<file path="src/rtl/button_pkg.sv">
// Shared types and elaboration helpers for the pushbutton event bank.
package button_pkg;

    typedef enum logic [1:0] {
        IDLE,
        PRESS_WAIT,
        HOLD,
        RELEASE_WAIT
    } btn_state_t;

    // Clock cycles per 1 ms tick.
    function automatic int unsigned ms_ticks(input int unsigned clk_hz);
        return clk_hz / 1000;
    endfunction

    // Bits needed to hold values 0..max_val.
    function automatic int unsigned cnt_width(input int unsigned max_val);
        return (max_val < 1) ? 1 : $clog2(max_val + 1);
    endfunction

    function automatic int unsigned max2(input int unsigned a, input int unsigned b);
        return (a > b) ? a : b;
    endfunction

endpackage

</file>
<file path="src/rtl/button_event_channel.sv">
// One button channel: 2-FF synchroniser, symmetric debounce FSM, hold/long-press
// and auto-repeat timers. All timers advance on the shared 1 ms tick.
module button_event_channel
    import button_pkg::*;
#(
    parameter bit          ACTIVE_LOW      = 1'b1,
    parameter int unsigned DEBOUNCE_MS     = 20,
    parameter int unsigned LONG_MS         = 1000,
    parameter int unsigned REPEAT_DELAY_MS = 500,
    parameter int unsigned REPEAT_RATE_MS  = 100
) (
    input  logic clk,
    input  logic rst_n,
    input  logic tick,
    input  logic raw,
    input  logic repeat_en,
    output logic held,
    output logic press,
    output logic release_p,
    output logic click,
    output logic long_press,
    output logic repeat_p
);

    localparam int unsigned DB_W   = cnt_width(DEBOUNCE_MS);
    localparam int unsigned HOLD_W = cnt_width(LONG_MS);
    localparam int unsigned REP_W  = cnt_width(max2(REPEAT_DELAY_MS, REPEAT_RATE_MS));

    btn_state_t        state;
    logic              sync1;
    logic              sync2;
    logic              p;
    logic [DB_W-1:0]   db_cnt;
    logic [HOLD_W-1:0] hold_cnt;
    logic [REP_W-1:0]  rep_cnt;
    logic              rep_armed;
    logic              long_done;

    assign p = sync2 ^ ACTIVE_LOW;

    // Sync flops reset to the idle pin level so reset never fakes a press.
    always_ff @(posedge clk or negedge rst_n) begin
        if (!rst_n) begin
            sync1      <= ACTIVE_LOW;
            sync2      <= ACTIVE_LOW;
            state      <= IDLE;
            db_cnt     <= '0;
            hold_cnt   <= '0;
            rep_cnt    <= '0;
            rep_armed  <= 1'b0;
            long_done  <= 1'b0;
            held       <= 1'b0;
            press      <= 1'b0;
            release_p  <= 1'b0;
            click      <= 1'b0;
            long_press <= 1'b0;
            repeat_p   <= 1'b0;
        end else begin
            sync1      <= raw;
            sync2      <= sync1;
            press      <= 1'b0;
            release_p  <= 1'b0;
            click      <= 1'b0;
            long_press <= 1'b0;
            repeat_p   <= 1'b0;

            // Hold and repeat timers run for the whole debounced hold, bounces included.
            if (state == HOLD || state == RELEASE_WAIT) begin
                if (tick && hold_cnt != HOLD_W'(LONG_MS)) begin
                    hold_cnt <= hold_cnt + HOLD_W'(1);
                    if (hold_cnt == HOLD_W'(LONG_MS - 1)) begin
                        long_press <= 1'b1;
                        long_done  <= 1'b1;
                    end
                end
                if (!repeat_en) begin
                    rep_cnt   <= '0;
                    rep_armed <= 1'b0;
                end else if (tick) begin
                    if (rep_cnt == (rep_armed ? REP_W'(REPEAT_RATE_MS - 1)
                                              : REP_W'(REPEAT_DELAY_MS - 1))) begin
                        repeat_p  <= 1'b1;
                        rep_cnt   <= '0;
                        rep_armed <= 1'b1;
                    end else begin
                        rep_cnt <= rep_cnt + REP_W'(1);
                    end
                end
            end

            case (state)
                IDLE: begin
                    if (p) begin
                        state  <= PRESS_WAIT;
                        db_cnt <= '0;
                    end
                end
                PRESS_WAIT: begin
                    if (!p) begin
                        state <= IDLE;
                    end else if (tick) begin
                        if (db_cnt == DB_W'(DEBOUNCE_MS - 1)) begin
                            state     <= HOLD;
                            held      <= 1'b1;
                            press     <= 1'b1;
                            hold_cnt  <= '0;
                            rep_cnt   <= '0;
                            rep_armed <= 1'b0;
                            long_done <= 1'b0;
                        end else begin
                            db_cnt <= db_cnt + DB_W'(1);
                        end
                    end
                end
                HOLD: begin
                    if (!p) begin
                        state  <= RELEASE_WAIT;
                        db_cnt <= '0;
                    end
                end
                RELEASE_WAIT: begin
                    if (p) begin
                        state <= HOLD;
                    end else if (tick) begin
                        if (db_cnt == DB_W'(DEBOUNCE_MS - 1)) begin
                            state     <= IDLE;
                            held      <= 1'b0;
                            release_p <= 1'b1;
                            click     <= ~long_done;
                        end else begin
                            db_cnt <= db_cnt + DB_W'(1);
                        end
                    end
                end
                default: state <= IDLE;
            endcase
        end
    end

endmodule

</file>
<file path="src/rtl/button_event_bank.sv">
// N-channel pushbutton front end: shared 1 ms prescaler feeding independent
// debounce/classification channels.
module button_event_bank
    import button_pkg::*;
#(
    parameter int unsigned N_CH            = 4,
    parameter int unsigned CLK_HZ          = 50_000_000,
    parameter bit          ACTIVE_LOW      = 1'b1,
    parameter int unsigned DEBOUNCE_MS     = 20,
    parameter int unsigned LONG_MS         = 1000,
    parameter int unsigned REPEAT_DELAY_MS = 500,
    parameter int unsigned REPEAT_RATE_MS  = 100
) (
    input  logic            clk,
    input  logic            rst_n,
    input  logic [N_CH-1:0] raw,
    input  logic [N_CH-1:0] repeat_en,
    output logic [N_CH-1:0] held,
    output logic [N_CH-1:0] press,
    output logic [N_CH-1:0] release_p,
    output logic [N_CH-1:0] click,
    output logic [N_CH-1:0] long_press,
    output logic [N_CH-1:0] repeat_p
);

    localparam int unsigned TICK_DIV = ms_ticks(CLK_HZ);
    localparam int unsigned DIV_W    = cnt_width(TICK_DIV - 1);

    if (CLK_HZ % 1000 != 0 || CLK_HZ < 1000) begin : g_bad_clk
        $error("button_event_bank: CLK_HZ must be a non-zero multiple of 1000");
    end
    if (DEBOUNCE_MS < 1 || LONG_MS < 1 || REPEAT_DELAY_MS < 1 || REPEAT_RATE_MS < 1) begin : g_bad_ms
        $error("button_event_bank: all *_MS parameters must be >= 1");
    end
    if (DEBOUNCE_MS >= LONG_MS) begin : g_bad_long
        $error("button_event_bank: DEBOUNCE_MS must be less than LONG_MS");
    end

    logic tick;

    // Shared ms prescaler; a 1 kHz clock ticks every cycle.
    if (TICK_DIV == 1) begin : g_no_div
        assign tick = 1'b1;
    end else begin : g_div
        logic [DIV_W-1:0] div_cnt;
        assign tick = (div_cnt == DIV_W'(TICK_DIV - 1));
        always_ff @(posedge clk or negedge rst_n) begin
            if (!rst_n) begin
                div_cnt <= '0;
            end else if (tick) begin
                div_cnt <= '0;
            end else begin
                div_cnt <= div_cnt + DIV_W'(1);
            end
        end
    end

    for (genvar i = 0; i < int'(N_CH); i++) begin : g_ch
        button_event_channel #(
            .ACTIVE_LOW      (ACTIVE_LOW),
            .DEBOUNCE_MS     (DEBOUNCE_MS),
            .LONG_MS         (LONG_MS),
            .REPEAT_DELAY_MS (REPEAT_DELAY_MS),
            .REPEAT_RATE_MS  (REPEAT_RATE_MS)
        ) u_ch (
            .clk        (clk),
            .rst_n      (rst_n),
            .tick       (tick),
            .raw        (raw[i]),
            .repeat_en  (repeat_en[i]),
            .held       (held[i]),
            .press      (press[i]),
            .release_p  (release_p[i]),
            .click      (click[i]),
            .long_press (long_press[i]),
            .repeat_p   (repeat_p[i])
        );
    end

endmodule

</file>
<file path="config.mk">
export PLATFORM = sky130hd
export DESIGN_NAME = button_event_bank
export DESIGN_NICKNAME = d
export VERILOG_FILES = /design/src/rtl/button_pkg.sv /design/src/rtl/button_event_channel.sv /design/src/rtl/button_event_bank.sv
export SDC_FILE = /design/constraint.sdc
export NUM_CORES = 1
export LEC_CHECK = 0
export CORE_MARGIN = 1.5
export CORE_UTILIZATION = 62
export CTS_CLUSTER_DIAMETER = 40
export CTS_CLUSTER_SIZE = 25
export DETAILED_ROUTE_END_ITERATION = 10
export PLACE_DENSITY = 0.91
export SETUP_SLACK_MARGIN = 0.4
export SYNTH_ARGS = -nofsm -noshare
export SYNTH_HDL_FRONTEND = slang
export SYNTH_SLANG_ARGS = --single-unit
export TNS_END_PERCENT = 10
</file>
<file path="constraint.sdc">
create_clock -name clk -period 5.75 [get_ports clk]
set_input_delay 0.8625 -clock clk [delete_from_list [all_inputs] [get_ports clk]]
set_output_delay 0.8625 -clock clk [all_outputs]
set_load 0.01 [all_outputs]
</file>
# Yosys cells after proc, flatten, opt, wreduce, memory -nomap -nowiden
# Cells that the tools add are included.
# totals
reg_bits	160
inputBits	10
output_inout_bits	24
wordCells	460
# classes
n_addsub	13
n_eq_ne	77
muxes	281
bitwise_logic	4
reduce_logical	28
# ops
cell	n
two-way mux 9 bit	36
two-way mux 10 bit	24
two-way mux 1 bit	152
two-way mux 5 bit	24
case mux 5 bit (4 select lines)	4
two-way mux 2 bit	32
adder 10 x 1 -> 10 bit (second input constant)	4
equality test 10 bit (second input constant)	4
inequality test 10 bit (second input constant)	4
adder 9 x 1 -> 9 bit (second input constant)	4
equality test 9 bit	4
inequality test 2 bit (second input constant)	18
case mux 2 bit (4 select lines)	4
inequality test 2 x 1 -> 1 bit (second input constant)	14
AND reduction 7 bit	4
AND reduction 6 bit	4
inequality test 3 bit (second input constant)	7
adder 5 x 1 -> 5 bit (second input constant)	4
equality test 5 bit (second input constant)	4
adder 16 x 1 -> 16 bit (second input constant)	1
equality test 16 bit (second input constant)	1
equality test 2 bit (second input constant)	8
two-way mux 16 bit	1
AND reduction 4 bit	4
9 further kinds	37

# Longest topological paths before layout
# depth
word_depth	10
ltp_mapped	8
mapped_depth_nobuf	6

# Modules after synthesis
# From an unflattened synthesis, not the netlist that was laid out.
# unflattened
cells_unflattened	797
hier_area_um2	8230.4
# modules_own_cells
mod	instances	cells_per_inst	area_each_um2	seq_area_each_um2
button_event_channel at g_ch[2].u_ch	1	180	1916.8	903.4
button_event_channel at g_ch[1].u_ch	1	180	1910.6	903.4
button_event_channel at g_ch[3].u_ch	1	186	1839.3	903.4
button_event_channel at g_ch[0].u_ch	1	184	1801.7	903.4
button_event_bank	1	67	762.0	400.4

# Least setup slack after synthesis
# Ideal clock, no wire load.
# synth_path
kind	register to register
startpoint	register g_div.div_cnt[4]
endpoint	register g_ch[2].u_ch.rep_cnt[6]
setup_time_ps	121
t_arrival_ps	2331
t_required_ps	5629
slack_ps	3298
stages_incl_launch_ff	6
path_buffers	0
period_less_slack_ps	2452
cell_sequence	dfrtp_1 > or4b_4 > or4_4 > or4_1 > xnor2_1 > a22o_1
# synth_via
elab_chain_len	8
# synth_rtl
item	line_no	text
from (decl)	button_event_bank.sv:45	logic [DIV_W-1:0] div_cnt;
from (signal assigned)	button_event_bank.sv:53	div_cnt <= div_cnt + DIV_W'(1);
equality test 16 bit *	button_event_bank.sv:46	assign tick = (div_cnt == DIV_W'(TICK_DIV - 1));
two-way mux 9 bit	button_event_channel.sv:79	end else if (tick) begin
two-way mux 9 bit	button_event_channel.sv:76	if (!repeat_en) begin
two-way mux 9 bit	button_event_channel.sv:68	if (state == HOLD || state == RELEASE_WAIT) begin
two-way mux 9 bit	button_event_channel.sv:102	if (db_cnt == DB_W'(DEBOUNCE_MS - 1)) begin
two-way mux 9 bit	button_event_channel.sv:101	end else if (tick) begin
two-way mux 9 bit	button_event_channel.sv:99	if (!p) begin
two-way mux 9 bit *	button_event_channel.sv:91	case (state)
to (signal assigned)	button_event_channel.sv:86	rep_cnt <= rep_cnt + REP_W'(1);
to (decl)	button_event_channel.sv:35	logic [REP_W-1:0] rep_cnt;
# Every way passes the cells marked *; elsewhere a longest branch is shown, timed or not.
# A chain may end at the register's enable or synchronous reset.

# Worst setup path in the final report
# layout_path
startpoint	register g_div.div_cnt[4]
endpoint	register g_ch[2].u_ch.rep_cnt[0]
# The elaborated chain is that of the path after synthesis.

==> flow_summary.yaml <==
worst_hold_path:
  hold_path_end: "g_ch[0].u_ch.sync2$_DFF_PN1_"
  min-delay-start: "g_ch[0].u_ch.sync1$_DFF_PN1_"
  worstHoldPathCells: 0
  hold_class: "reg2reg"
clocking:
  cts-resized-gates: 0
  cts_tree: "yes"
  clock-root-buffer: "clkbuf_16"
  cts_setup_buffers: 0
  cts_hold_buf: 0
  cts_inserted_buffers: 17
  clk_latency_ps: 430
  cts_buffer_depth: 2
  clock-sinks: 160
  h-tree-depth: 4
  clk_pin_slew_ps: 60
critical_path:
  cp-end-kind: "flop"
  path_depth: 6
  r2r_end: "g_ch[2].u_ch.rep_cnt[0]$_DFF_PN0_"
  path_buf_inv: 1
  crit_fanout: 39
  critPathTopFamily: "simple AND/OR/NAND/NOR gates"
  r2r.worst_path.cells: 6
  cp_slowest_cell: "nor3_2"
  arrival_ps: 3560
  worstSetupStartpointType: "flop"
  required_ps: 6010
  path_class: "reg2reg"
  rrSetupSlack_ps: 2450
  r2r_start: "g_div.div_cnt[4]$_DFF_PN0_"
  crit_chain: "or4b_4 -> nor4_4 -> buf_4 -> nand3_1 -> nor3_2 -> o32ai_1"
  worst_path_largest_cell_delay_ps: 940
detailed_routing:
  drtIter0Drc: 669
  via_per_inst: 6.26
  vias: 6299
  wl_per_cell_um: 16.6
  route.detailed.drc: 0
  drt_pass1_iterations: 6
  wl_um: 16700
  drtAntennaViolNets: 0
synthesis:
  synth_top_area_share_pct: 46.3
  synth_edf_count: 0
  synth_cells: 822
  syn_avg_cell_area_um2: 10.0
  ys_types: 66
  yosysSeqAreaShare_pct: 48.8
  synth_top_area_cell: "dfrtp_1"
  async_flop_share_pct: 100
  synth_ff_type: "dfrtp_1"
  synth_nets: 849
  ys_warn_count: 0
  ys_ff_latch: 160
  synth_area_um2: 8220
  netlist_top_cells_area: "dfrtp_1 (46%), nor2_1 (4.1%), xor2_1 (3.1%)"
timing:
  tightest_slew_ps: 1160
  finalMaxSlewViolations: 0
  slew-limit-headroom_pct: 22.0
  timing.hold.ws_ps: 355
  fin_tns_setup_ps: 0
  fin_worst_skew_ps: 6.56
  max_freq_mhz: 303
  rsz0062_at_grt: "no"
  post-route-min-period_ps: 3300
  hold_viol: 0
  setup-violations-final: 0
  setup_slack_ps: 2450
  fin_crit_sh_pct: 57.4
flow_run:
  cap_violations: 0
floorplan:
  core-area_um2: 12800
  floorplan.initialDensity_pct: 64.3
  die_y_um: 118
  ios: 34
  rows: 41
  dieArea_um2: 14000
  die_w_um: 118
power_and_ir_drop:
  p_leak_nw: 3.95
  powerDensity_nw_per_um2: 262
  peakVddDrop_v: 0.000222
status:
  outcome: "finished, final reports clean"
placed_design:
  place_ws_ps: 2500
  dp_hpwl_um: 10400
  portBuffers: 33
  place_inst: 974
  routabilityCongestion: 0.849
grt:
  grt_util_all_layers_pct: 25.1
  antenna_found_initial: 0
  use_met3_pct: 5.79
  met2_usage_pct: 41.4
  grt_busiest_layer: "met2"
  grt_max_degree: 106
  met1_usage_pct: 33.2
  first_global_vias: 6025
  grt_pass1_wl_um: 28600
  overflow: 0
final_layout:
  syn_to_final_growth_pct: 11.2
  drive_gt1_share_pct: 9.47
  finalNetCount: 848
  antenna_cells: 0
  final_cells: 1006
-- per-stage QoR --
stage | total power, W | area (um^2) | util, %
after floorplan | 0.00117 | 8220 | -
after global placement | 0.00120 | 8490 | 66.5
after detailed placement | 0.00120 | 8490 | 66.5
after CTS | 0.00242 | 9140 | 71.6
after global routing | 0.00248 | 9140 | 71.6
final | 0.00240 | 9140 | 71.6
-- cells in the mapped netlist, types with 4 or more instances --
library cell	count
xnor2_1	28
ha_1	17
buf_2	14
dfrtp_1	152
nor3_1	22
a211oi_1	5
a21oi_1	27
a311oi_1	7
nand3b_1	7
nand2_1	56
or4b_2	4
nor4_2	6
and4_1	10
o31ai_1	5
buf_4	24
nand3_1	34
nand4_1	37
mux2_1	7
o211ai_1	4
or3_1	11
clkbuf_1	18
nor2_1	89
xor2_1	29
a22o_1	20
or4_1	4
and3_1	13
inv_1	35
mux2_2	4
a41oi_1	6
mux2i_1	6
dfstp_2	8
o21ai_0	36
a31oi_1	11
nand4b_1	6
-- layout by cell type (no fill, tap or decap), types with 4 or more instances in the layout --
master           Yosys  final
o31ai_1              5      5
dfrtp_1            152    152
ha_1                17     17
a22o_1              20     20
clkbuf_16            0     17
nand4b_1             6      6
a311oi_1             7      7
o21ai_0             36     36
clkdlybuf4s50_1      0     32
mux2_1               7      7
nand3_1             34     34
or4_1                4      4
mux2_2               4      4
nor4_2               6      7
dfstp_2              8      8
nand2_1             56     56
xor2_1              29     29
nand3b_1             7      7
inv_1               35     35
nor2_1              89     89
o211ai_1             4      4
and4_1              10     10
buf_4               24      7
xnor2_1             28     28
mux2i_1              6      6
bufinv_16            0      4
or3_1               11     11
a41oi_1              6      6
nand4_1             37     37
nor3_1              22     21
clkbuf_8             0      5
a21oi_1             27     27
or4b_2               4      4
a211oi_1             5      5
a31oi_1             11     11
nor3_2               3      4
and3_1              13     13
-- layer usage --
layer | up-vias | routed length (um) | share of wire (%)
li1 | 2965 | - | -
met3 | 28 | 867 | 5.2
met2 | 212 | 8480 | 51
met5 | - | 0 | 0
met1 | 3094 | 7140 | 43
met4 | 0 | 250 | 1.5
-- state kept, by name, summed over array words and instances, names as in the netlist, 16 cells and up, named ones only --
register and count:
g_div.div_cnt 16, g_ch.u_ch.rep_cnt 36, g_ch.u_ch.db_cnt 20, g_ch.u_ch.hold_cnt 40
-- how the worst max path moves through the flow --
stage / from / end / slack [ps]
5_1_grt: g_div.div_cnt[4]$_DFF_PN0_ / g_ch[1].u_ch.long_done$_DFF_PN0_ / 2250
4_1_cts: g_div.div_cnt[4]$_DFF_PN0_ / g_ch[2].u_ch.rep_cnt[0]$_DFF_PN0_ / 2420
3_3_place_gp: g_div.div_cnt[4]$_DFF_PN0_ / g_ch[1].u_ch.long_done$_DFF_PN0_ / 2610
3_5_place_dp: g_div.div_cnt[4]$_DFF_PN0_ / g_ch[2].u_ch.hold_cnt[7]$_DFF_PN0_ / 2500
6_report: g_div.div_cnt[4]$_DFF_PN0_ / g_ch[2].u_ch.rep_cnt[0]$_DFF_PN0_ / 2450
2_1_floorplan: g_div.div_cnt[4]$_DFF_PN0_ / g_ch[2].u_ch.rep_cnt[6]$_DFF_PN0_ / 3300
-- area by class of cell --
class	instances	area, um^2
clock buffer	23	498
timing repair buffer	40	384
sequential	160	4010
clock inverter	9	153
multi-input combinational	567	3740
tap	172	215
inverter	35	131
fill	838	3630
-- logic make-up after synthesis --
| logic type | synth area share, % |
|---|---|
| AOI/OAI and AO/OA | 13.3 |
| DFF | 48.8 |
| adders and majority gates | 2.59 |
| buffers and inverters | 5.74 |
| and+or+nand+nor | 21.3 |
| xor gates and xnor gates | 6.07 |
| muxes | 2.24 |
-- where the power goes --
group | leakage, nW | internal [W] | switching, W
registers | 2.12 | 0.00113 | 0.00000642
logic | 1.50 | 0.00000944 | 0.0000308
clock network | 0.323 | 0.000783 | 0.000436
total | 3.95 | 0.00193 | 0.000473
-- worst reg2reg max path, cell delays in order, from the launching register on --
cell,delay [ps]
dfrtp_1,440
or4b_4,600
nor4_4,310
buf_4,420
nand3_1,240
nor3_2,940
o32ai_1,180
Power figures use the tool's default switching activity.
